<file path="src/rtl/alu_pkg.sv">
// Shared opcode and FSM state types for the sequential RSA datapath ALU.
package alu_pkg;

  typedef enum logic [1:0] {
    OP_ADD    = 2'b00,
    OP_SUB    = 2'b01,
    OP_MODMUL = 2'b10,
    OP_MODEXP = 2'b11
  } alu_op_t;

  typedef enum logic [2:0] {
    IDLE,
    ALU1,
    MUL,
    EXP_SQ,
    EXP_MUL,
    FIN
  } alu_state_t;

endpackage

</file>
<file path="src/rtl/modmul_iter.sv">
// Interleaved shift-add modular multiplier: one exponent-independent bit-step per cycle.
module modmul_iter #(
  parameter int unsigned W = 16
) (
  input  logic         clk,
  input  logic         rst,
  input  logic         go,
  input  logic [W-1:0] x,
  input  logic [W-1:0] y,
  input  logic [W-1:0] m,
  output logic [W-1:0] p,
  output logic         rdy
);

  localparam int unsigned CW = $clog2(W + 1);

  logic [W+1:0]  acc_q;
  logic [W+1:0]  x_q;
  logic [W+1:0]  m_q;
  logic [W-1:0]  y_q;
  logic [CW-1:0] cnt_q;
  logic          run_q;
  logic [W+1:0]  dbl;
  logic [W+1:0]  s1;

  // p is the reduced value after the step taken at the coming edge, so on the
  // rdy cycle the caller can consume it and relaunch go on that same edge.
  always_comb begin
    dbl = (acc_q << 1) + (y_q[W-1] ? x_q : '0);
    s1  = (dbl >= m_q) ? dbl - m_q : dbl;
    p   = W'((s1 >= m_q) ? s1 - m_q : s1);
  end

  assign rdy = run_q && (cnt_q == CW'(W - 1));

  always_ff @(posedge clk or negedge rst) begin
    if (!rst) begin
      acc_q <= '0;
      x_q   <= '0;
      m_q   <= '0;
      y_q   <= '0;
      cnt_q <= '0;
      run_q <= 1'b0;
    end else if (go) begin
      acc_q <= '0;
      x_q   <= {2'b00, x};
      m_q   <= {2'b00, m};
      y_q   <= y;
      cnt_q <= '0;
      run_q <= 1'b1;
    end else if (run_q) begin
      acc_q <= {2'b00, p};
      y_q   <= {y_q[W-2:0], 1'b0};
      cnt_q <= cnt_q + CW'(1);
      if (rdy) run_q <= 1'b0;
    end
  end

endmodule

</file>
<file path="src/rtl/alu_seq.sv">
// Sequential ALU: add/sub plus constant-time modular multiply and exponentiation
// under a single start/busy/done handshake.
module alu_seq
  import alu_pkg::*;
#(
  parameter int unsigned W = 16
) (
  input  logic         clk,
  input  logic         rst,
  input  logic         start,
  input  logic [1:0]   op,
  input  logic [W-1:0] a,
  input  logic [W-1:0] b,
  input  logic [W-1:0] m,
  output logic         busy,
  output logic         done,
  output logic [W-1:0] result,
  output logic         z,
  output logic         c,
  output logic         err
);

  localparam int unsigned BW = $clog2(W);

  alu_state_t    state_q, state_d;
  alu_op_t       op_in, op_q;
  logic [W-1:0]  a_q, b_q, m_q, r_q;
  logic [W-1:0]  r_init, r_next, ix, iy, im, p;
  logic [BW-1:0] bit_q;
  logic          bad_q, pre_bad, go, rdy, is_sub;
  logic [W:0]    sum;

  assign op_in   = alu_op_t'(op);
  assign pre_bad = (op_in == OP_MODMUL || op_in == OP_MODEXP) && (m == '0 || a >= m);
  assign r_init  = (m == W'(1)) ? '0 : W'(1);
  assign r_next  = b_q[bit_q] ? p : r_q;
  assign is_sub  = (op_q == OP_SUB);
  assign sum     = {1'b0, a_q} + {1'b0, is_sub ? ~b_q : b_q} + (W+1)'(is_sub);
  assign busy    = (state_q != IDLE);

  modmul_iter #(.W(W)) u_mul (
    .clk (clk),
    .rst (rst),
    .go  (go),
    .x   (ix),
    .y   (iy),
    .m   (im),
    .p   (p),
    .rdy (rdy)
  );

  always_ff @(posedge clk or negedge rst) begin
    if (!rst) state_q <= IDLE;
    else      state_q <= state_d;
  end

  // The multiplier is launched on the accept edge straight from the ports,
  // later phases chain from its same-edge result so no gap cycles appear.
  always_comb begin
    state_d = state_q;
    go      = 1'b0;
    ix      = r_q;
    iy      = r_q;
    im      = m_q;
    unique case (state_q)
      IDLE: begin
        if (start) begin
          if (pre_bad || op_in == OP_ADD || op_in == OP_SUB) begin
            state_d = ALU1;
          end else if (op_in == OP_MODMUL) begin
            state_d = MUL;
            go = 1'b1;
            ix = a;
            iy = b;
            im = m;
          end else begin
            state_d = EXP_SQ;
            go = 1'b1;
            ix = r_init;
            iy = r_init;
            im = m;
          end
        end
      end
      ALU1, FIN: state_d = IDLE;
      MUL: if (rdy) state_d = FIN;
      EXP_SQ: begin
        if (rdy) begin
          state_d = EXP_MUL;
          go = 1'b1;
          ix = p;
          iy = a_q;
        end
      end
      EXP_MUL: begin
        if (rdy) begin
          if (bit_q == '0) begin
            state_d = FIN;
          end else begin
            state_d = EXP_SQ;
            go = 1'b1;
            ix = r_next;
            iy = r_next;
          end
        end
      end
      default: state_d = IDLE;
    endcase
  end

  always_ff @(posedge clk or negedge rst) begin
    if (!rst) begin
      op_q   <= OP_ADD;
      a_q    <= '0;
      b_q    <= '0;
      m_q    <= '0;
      r_q    <= '0;
      bit_q  <= '0;
      bad_q  <= 1'b0;
      done   <= 1'b0;
      result <= '0;
      z      <= 1'b0;
      c      <= 1'b0;
      err    <= 1'b0;
    end else begin
      done <= 1'b0;
      case (state_q)
        IDLE: begin
          if (start) begin
            op_q  <= op_in;
            a_q   <= a;
            b_q   <= b;
            m_q   <= m;
            bad_q <= pre_bad;
            bit_q <= BW'(W - 1);
            r_q   <= r_init;
          end
        end
        ALU1: begin
          done   <= 1'b1;
          err    <= bad_q;
          result <= bad_q ? '0 : sum[W-1:0];
          z      <= bad_q ? 1'b1 : (sum[W-1:0] == '0);
          c      <= bad_q ? 1'b0 : (is_sub ? ~sum[W] : sum[W]);
        end
        MUL, EXP_SQ: if (rdy) r_q <= p;
        EXP_MUL: begin
          if (rdy) begin
            r_q <= r_next;
            if (bit_q != '0) bit_q <= bit_q - BW'(1);
          end
        end
        FIN: begin
          done   <= 1'b1;
          err    <= 1'b0;
          result <= r_q;
          z      <= (r_q == '0);
          c      <= 1'b0;
        end
        default: ;
      endcase
    end
  end

endmodule

</file>
<file path="config.mk">
export PLATFORM = sky130hd
export DESIGN_NAME = alu_seq
export DESIGN_NICKNAME = d
export VERILOG_FILES = /design/src/rtl/alu_pkg.sv /design/src/rtl/modmul_iter.sv /design/src/rtl/alu_seq.sv
export SDC_FILE = /design/constraint.sdc
export NUM_CORES = 1
export LEC_CHECK = 0
export BUFFER_PORTS_ARGS = -buffer_cell sky130_fd_sc_hd__buf_2
export CAP_MARGIN = 0
export CORE_ASPECT_RATIO = 0.7
export CORE_MARGIN = 1
export CORE_UTILIZATION = 48
export CTS_CLUSTER_SIZE = 30
export DETAILED_ROUTE_END_ITERATION = 16
export PLACE_DENSITY = 0.65
export RECOVER_POWER = 50
export SETUP_SLACK_MARGIN = 0.3
export SLEW_MARGIN = 20
export SYNTH_ARGS = -nofsm -noshare
export SYNTH_HDL_FRONTEND = slang
export SYNTH_SLANG_ARGS = --single-unit
</file>
<file path="constraint.sdc">
create_clock -name clk -period 8 [get_ports clk]
set_clock_uncertainty 0.2 [all_clocks]
set_input_delay 1.6 -clock clk [delete_from_list [all_inputs] [get_ports clk]]
set_output_delay 1.6 -clock clk [all_outputs]
set_load 0.02 [all_outputs]
</file>
==> results of run 1 <==
layer usage:
metal | part of all wire [%] | wire [um] | global-route usage, % | vias to the layer above
li1 | - | - | - | 5287
met1 | 46 | 18670 | 47.64 | 5436
met2 | 39 | 15580 | 40.14 | 631
met3 | 13 | 5250 | 11.45 | 49
met4 | 1.6 | 633 | 7.305 | 2
met5 | 0.16 | 65 | 1.923 | -
final cells by class:
class	instances	area [sq um]	area share, %
flip-flops and latches	164	4106	30.17
clock buffers	18	429.2	3.153
well taps	325	406.6	2.988
repair buffers	108	595.6	4.376
clock inverters	14	146.4	1.076
inverters	62	232.7	1.710
multi-input cells	1153	7692	56.52
cell families after synthesis:
group / share of synthesized area [%]
AOI/OAI and AO/OA: 22.11
xor gates and xnor gates: 4.869
adders and majority gates: 8.939
buffers and inverters: 4.378
DFF: 33.55
muxes: 6.372
and+or+nand+nor: 19.78
report_power, final:
part | leakage [nW] | internal, mW | switching [mW] | total [mW]
Sequential | 2.18 | 0.829 | 0 | 0.829
Combinational | 3.99 | 0.0240 | 0.0561 | 0.0801
Clock | 0.281 | 0.440 | 0.389 | 0.829
worst paths after layout:
path,start,to,slack [ns],cells after the start
setup / recovery,u_mul.y_q[15]$_DFFE_PN0P_,u_mul.x_q[14]$_DFFE_PN0P_,0.58,30
setup reg to reg,u_mul.y_q[15]$_DFFE_PN0P_,u_mul.x_q[14]$_DFFE_PN0P_,0.58,30
max in group asynchronous,rst,u_mul.m_q[14]$_DFFE_PN0P_,1.79,3
hold reg to reg,m_q[9]$_DFFE_PN0P_,m_q[9]$_DFFE_PN0P_,0.28,2
hold / removal,m_q[9]$_DFFE_PN0P_,m_q[9]$_DFFE_PN0P_,0.28,2
min in group asynchronous,rst,u_mul.acc_q[14]$_DFFE_PN0P_,2.46,1
sequential cells by signal, indices dropped and copies added, names as in the netlist, 5 cells and up:
register,count
u_mul.acc_q,16
result,16
u_mul.cnt_q,5
r_q,16
u_mul.x_q,16
b_q,16
a_q,16
u_mul.m_q,16
m_q,16
u_mul.y_q,16
layout by cell type, fill, tap and decap left out, drive strengths merged, types with 7 or more instances in the layout:
| cell | count |
|---|---|
| a211oi | 17 |
| inv | 67 |
| mux2i | 37 |
| o21a | 17 |
| o2111ai | 8 |
| o21bai | 7 |
| nand3 | 15 |
| and3 | 7 |
| a21o | 26 |
| mux2 | 22 |
| xnor2 | 50 |
| nor2 | 134 |
| nand2b | 10 |
| nor3 | 35 |
| a221oi | 19 |
| a2bb2oi | 7 |
| a22o | 10 |
| o211ai | 8 |
| a21oi | 99 |
| nand2 | 234 |
| a31oi | 9 |
| buf | 81 |
| nand4 | 10 |
| o21ai | 110 |
| nor2b | 28 |
| xor2 | 18 |
| ha | 81 |
| clkbuf | 45 |
| and2 | 26 |
| dfrtp | 164 |
| clkinv | 7 |
worst reg2reg max path, delay by kind of cell (launching register included):
family | cells | cell delay (ns)
AOI/OAI and AO/OA | 17 | 3.31
xor gates and xnor gates | 1 | 0.19
adders and majority gates | 4 | 1.39
buffers and inverters | 2 | 0.34
DFF | 1 | 0.45
muxes | 2 | 0.65
and+or+nand+nor | 4 | 0.75
repair_timing:
action,CTS,global route
hold endpoints to repair,0,0
gates cloned,0,1
resized for setup,0,25
hold buffers,0,0
pin swaps,2,11
setup buffers,2,12
endpoints found under the setup margin,16,64
==> impl_results.md, run 1 <==
* Status: finished, violations left
* Failing checks: design-rule violations, max-capacitance violations, max-slew violations
* Fill count at 2346
* WS Path Type: reg -> reg
* Worst slew pin tran at 4.275 ns
* Peak VDD IR at 0.1613 mV
* Synthesized area at 0.01223 sq mm
* Initial drt markers at 1346
* Root buf cell: clkbuf_16
* Clk sinks at 164
* Critical path required time at 8.12 ns
* Worst path arrival time at 7.53 ns
* Final hold vios at 0
* Final Max Tran Viols at 79
* Relative slew slack at -185.0%
* Number of global-route vias before repair at 10410
* Total overflow reported by the global router at 0
* DP HPWL at 30.70 mm
* Die Ht at 135.6 um
* Gr usage total at 31.13%
* Slowest CP cell: dfrtp_2
* Most common cell in the synthesized netlist: nand2_1
* Clk Latency, worst-skew pair at 0.44 ns
* Worst hold margin at 0.2821 ns
* CP max FO at 7
* Dpl cells at 1797
* RSZ-0062 raised after global routing: no
* Area growth syn-to-layout at 11.25%
* Cells after Synth at 1449
* DRT Wirelength at 40.20 mm
* Max Cap Viol at 2
* Vias/cell at 6.185
* Row count at 48
* Drt pass-1 iters at 14
* Post-synth EDFFs at 0
* # diodes at 0
* First-pass GRT wire length at 60.61 mm
* Placed inst area at 0.01288 sq mm
* Power Total at 1.738 mW
* Cell taking the most area after synthesis: dfrtp_1
* Final ANT Viol Nets at 0
* Max incr delay on CP at 0.45 ns
* Chip width at 192.8 um
* Layout cells sized above 1 at 12.44%
* Largest net degree at the start of global routing at 79
* Die area at 0.02614 sq mm
* Synth unique cells at 90
* Clock Tree Buf Depth at 2
* Post-Syn Area per Cell at 8.442 sq um
* Initial antenna violation count at 0
* DR vias at 11410
* Final instance area at 0.01361 sq mm
* Post-DR wirelength/cell at 21.80 um
* Post-synth top flop: dfrtp_1
* Leak pwr at 6.451 nW
* Nets@finish at 1644
* YS warnings at 0
* Clk slew on worst S/H paths at 0.07 ns
* Async set or reset register ratio after synthesis at 100.0%
* Crit path buffers/inverters at 2
* Delay-heaviest family, CP: compound AO/OA/AOI/OAI gates
* # DRC at 4
* Setup TNS at 0 ns
* Core Util, Final at 54.87%
* Core ar. at 0.02480 sq mm
* Startpoint types: register
* # IOs at 74
* Worst min path class: reg -> reg
* Gpl congestion at 0.9460
* IO buf count at 73
* Final setup viols at 0
* Seq/Total Area, Yosys at 33.55%
* TritonCTS buffer count at 17
* Top post-synthesis cells by area: dfrtp_1, ha_1, nand2_1
* Pwr Density at 127.7 mW/mm^2
* Top cells by count, synth: nand2_1, dfrtp_1, nor2_1, o21ai_0, a21oi_1
* CP Capture Type: register
* Pre-CTS setup slack at 0.2587 ns
* Starting Density at 49.32%
* #FFs+latches synth at 164
* Crit path top cell by count: a21oi_1
* H-tree levels at 4
* Setup WS post-layout at 0.5837 ns
* Synth top area share at 33.55%
* Syn nets at 1587
* Final worst path period need at 7.416 ns
* Post-Layout Cell Count at 1844
* CTS tree: built
* Final period utilization at 92.70%
* Max Freq at 134.8 MHz
No activity file was read; power rests on OpenSTA's default activity.
==> run 2, diff against run 1 <==
--- a/config.mk
+++ b/config.mk
@@ -5,6 +5,7 @@
 export SDC_FILE = /design/constraint.sdc
 export NUM_CORES = 1
 export LEC_CHECK = 0
+export ABC_AREA = 1
 export BUFFER_PORTS_ARGS = -buffer_cell sky130_fd_sc_hd__buf_2
 export CAP_MARGIN = 0
 export CORE_ASPECT_RATIO = 0.7
==> constraint.sdc (replaced) <==
create_clock -name clk -period 7.1 [get_ports clk]
set_clock_uncertainty 0.2 [all_clocks]
set_input_delay 1.42 -clock clk [delete_from_list [all_inputs] [get_ports clk]]
set_output_delay 1.42 -clock clk [all_outputs]
set_load 0.02 [all_outputs]
==> run 2 against run 1 <==
Net effect: the run ends with max-capacitance violations, max-slew violations left; design area up 10%; critical path type unchanged; non-clock buffer count is 11 lower; clock-buffer cell count rose by 1; sequential share of layout area decreased by 2.8 points; highest routed layer unchanged; largest cell class unchanged; final cell count increased by 38%.
==> impl_results.md, run 2 <==
* Cells after Synth at 2122 (was 1449)
* Cell taking the most area after synthesis: dfrtp_1 (unchanged)
* H-tree levels at 4 (unchanged)
* RR Startpoint: u_mul.y_q[15]$_DFFE_PN0P_ (unchanged)
* Final worst path period need at 6.320 ns (was 7.416 ns)
* Clk Latency, worst-skew pair at 0.46 ns (was 0.44 ns)
* Total overflow reported by the global router at 0 (unchanged)
* DR vias at 14130 (was 11410)
* Reg2reg setup slack at 0.78 ns (was 0.58 ns)
* Post-synth top flop: dfrtp_1 (unchanged)
* # DRC at 0 (was 4)
* Core ar. at 0.02795 sq mm (was 0.02480 sq mm)
* Row count at 51 (was 48)
* Largest family of logic cells by synthesized area: simple AND/OR/NAND/NOR gates (was compound AO/OA/AOI/OAI gates)
* IO buf count at 73 (unchanged)
* Starting Density at 48.99% (was 49.32%)
* Top cells by count, synth: nand2_1, inv_1, nor2_1, dfrtp_1, o21ai_0 (was nand2_1, dfrtp_1, nor2_1, o21ai_0, a21oi_1)
* Met1 Usage GRT at 53.56% (was 47.64%)
* FF-to-FF End: u_mul.x_q[0]$_DFFE_PN0P_ (was u_mul.x_q[14]$_DFFE_PN0P_)
* Synthesized area at 0.01369 sq mm (was 0.01223 sq mm)
* Crit path top cell by count: nand2_1 (was a21oi_1)
* Final hold vios at 0 (unchanged)
* Post-DR wirelength/cell at 19.65 um (was 21.80 um)
* YS warnings at 0 (unchanged)
* Largest net degree at the start of global routing at 73 (was 79)
* Clk sinks at 164 (unchanged)
* Gpl congestion at 1.027 (was 0.9460)
* TritonCTS buffer count at 17 (unchanged)
* # diodes at 0 (unchanged)
* Relative slew slack at -175.8% (was -185.0%)
* HP Start: m_q[15]$_DFFE_PN0P_ (was m_q[9]$_DFFE_PN0P_)
* Startpoint types: register (unchanged)
* Layout cells sized above 1 at 9.441% (was 12.44%)
* Slowest CP cell: fa_1 (was dfrtp_2)
* Gr usage total at 34.74% (was 31.13%)
* Status: finished, violations left (unchanged)
* Post-Layout Cell Count at 2553 (was 1844)
* Grt met3 use at 14.20% (was 11.45%)
* Top post-synthesis cells by area: dfrtp_1, nand2_1, inv_1 (was dfrtp_1, ha_1, nand2_1)
* Seq/Total Area, Yosys at 29.97% (was 33.55%)
* Nets@finish at 2307 (was 1644)
* First-pass GRT wire length at 75.36 mm (was 60.61 mm)
* Area share of xor/xnor cells in the synthesized design at 3.838% (was 4.869%)
* Final period utilization at 89.01% (was 92.70%)
* Most used routing layer: met1 (unchanged)
* Die area at 0.02921 sq mm (was 0.02614 sq mm)
* Final Max Tran Viols at 179 (was 79)
* Critical path required time at 7.25 ns (was 8.12 ns)
* Drt pass-1 iters at 6 (was 14)
* Post-Synth Simple-Gate Area at 32.60% (was 19.78%)
* Failing checks: max-capacitance violations, max-slew violations (was design-rule violations, max-capacitance violations, max-slew violations)
* Synth unique cells at 53 (was 90)
* Area growth syn-to-layout at 9.586% (was 11.25%)
* Max Cap Viol at 3 (was 2)
* Setup TNS at 0 ns (unchanged)
* Worst path arrival time at 6.47 ns (was 7.53 ns)
* RSZ-0062 raised after global routing: yes (was no)
* CTS tree: built (unchanged)
* R2R cell count at 44 (was 30)
* Root buf cell: clkbuf_16 (unchanged)
* Dpl cells at 2514 (was 1797)
* # IOs at 74 (unchanged)
* Vias/cell at 5.535 (was 6.185)
* Max incr delay on CP at 0.44 ns (was 0.45 ns)
* Async set or reset register ratio after synthesis at 100.0% (unchanged)
* Worst slew pin tran at 4.136 ns (was 4.275 ns)
* Most common cell in the synthesized netlist: nand2_1 (unchanged)
* Final ANT Viol Nets at 0 (unchanged)
* Post-Syn Area per Cell at 6.452 sq um (was 8.442 sq um)
* Adder-cell share of the synthesized area at 7.987% (was 8.939%)
* CP max FO at 13 (was 7)
* #FFs+latches synth at 164 (unchanged)
* Initial drt markers at 1764 (was 1346)
* DRT Wirelength at 50.18 mm (was 40.20 mm)
* Worst min path class: reg -> reg (unchanged)
* Most frequent cells in the layout: nand2_1, inv_1, nor2_1 (was nand2_1, dfrtp_1, nor2_1)
* M2 GR Usage at 43.90% (was 40.14%)
* Syn nets at 2260 (was 1587)
* Complex-gate fraction of the synthesized area at 14.37% (was 22.11%)
* Chip width at 203.9 um (was 192.8 um)
* Synth top area share at 29.97% (was 33.55%)
* Clock Tree Buf Depth at 2 (unchanged)
* WS Path Type: reg -> reg (unchanged)
* Post-synth EDFFs at 0 (unchanged)
* CP Capture Type: register (unchanged)
* Commonest non-fill, non-tap cell in the layout: nand2_1 (unchanged)
* Initial antenna violation count at 2 (was 0)
* Clk slew on worst S/H paths at 0.07 ns (about the same)
* Multiplexer share of the synthesized area at 0.6580% (was 6.372%)
* DP HPWL at 39.69 mm (was 30.70 mm)
* Max Freq at 158.2 MHz (was 134.8 MHz)
* Die Ht at 143.3 um (was 135.6 um)
* Final setup viols at 0 (unchanged)
* Hold path endpoint: m_q[15]$_DFFE_PN0P_ (was m_q[9]$_DFFE_PN0P_)
* Hold depth at 2 (unchanged)
* Number of global-route vias before repair at 12600 (was 10410)
==> run 2: worst max-delay path, delay by kind of cell (launching register included) <==
| family | cells | cell delay (ns) |
|---|---|---|
| compound gates | 2 | 0.35 |
| xor+xnor | 1 | 0.23 |
| fa+ha+maj | 4 | 1.28 |
| buf+inv | 7 | 0.59 |
| flops | 1 | 0.41 |
| simple gates | 30 | 3.14 |
==> run 2: cells by family after synthesis <==
kind of cell               Yosys count
and+or+nand+nor                   1075
buffers and inverters              367
AOI/OAI and AO/OA                  363
DFF                                164
adders and majority gates           85
xor gates and xnor gates            60
muxes                                8
==> run 2: what timing repair did <==
action | in CTS | in global routing
hold buffers | 0 | 0
endpoints found under the setup margin | 0 | 58
gates resized for setup | 0 | 13
setup buffers | 0 | 5
==> run 2: how the worst max path moves through the flow <==
stage / start / endpoint / slack (ns) / depth (start not counted)
final: u_mul.y_q[15]$_DFFE_PN0P_ / u_mul.x_q[0]$_DFFE_PN0P_ / 0.78 / 44
after global placement: u_mul.y_q[15]$_DFFE_PN0P_ / u_mul.x_q[0]$_DFFE_PN0P_ / 0.65 / 46
after detailed placement: u_mul.y_q[15]$_DFFE_PN0P_ / u_mul.x_q[0]$_DFFE_PN0P_ / 0.58 / 46
after floorplan: u_mul.y_q[15]$_DFFE_PN0P_ / r_q[13]$_DFFE_PN0P_ / 1.49 / 41
after CTS: u_mul.y_q[15]$_DFFE_PN0P_ / u_mul.x_q[0]$_DFFE_PN0P_ / 0.56 / 46
after global routing: u_mul.y_q[15]$_DFFE_PN0P_ / u_mul.x_q[0]$_DFFE_PN0P_ / 0.29 / 46
==> run 2: final cells by class <==
type                    count  area [sq um]
clock inverters            13         136.4
clock buffers              19         442.9
flip-flops and latches    164          4104
fillers                  2843         12940
inverters                 296          1114
repair buffers             97         539.3
well taps                 371         464.2
multi-input cells        1593          8204
==> run 2: metal layers <==
metal | routed length, um | vias to the layer above
li1 | - | 6860
met1 | 24140 | 6547
met2 | 18650 | 665
met3 | 6729 | 57
met4 | 639 | 2
met5 | 13 | -
==> run 2: through the flow <==
stage | area (sq um) | utilization, % | hold slack (ns) | worst slack, ns
after floorplan | 13690 | - | 0.2479 | 1.491
after global placement | 14350 | 51.35 | 0.2625 | 0.6530
after detailed placement | 14350 | 51.35 | 0.2663 | 0.5817
after CTS | 14930 | 53.42 | 0.2847 | 0.5630
after global routing | 15000 | 53.68 | 0.3036 | 0.2908
final | 15000 | 53.68 | 0.2818 | 0.7799
Power of run 2 is not shown: default switching activity piles up to over one toggle a cycle in this logic, so the estimate is an artifact.
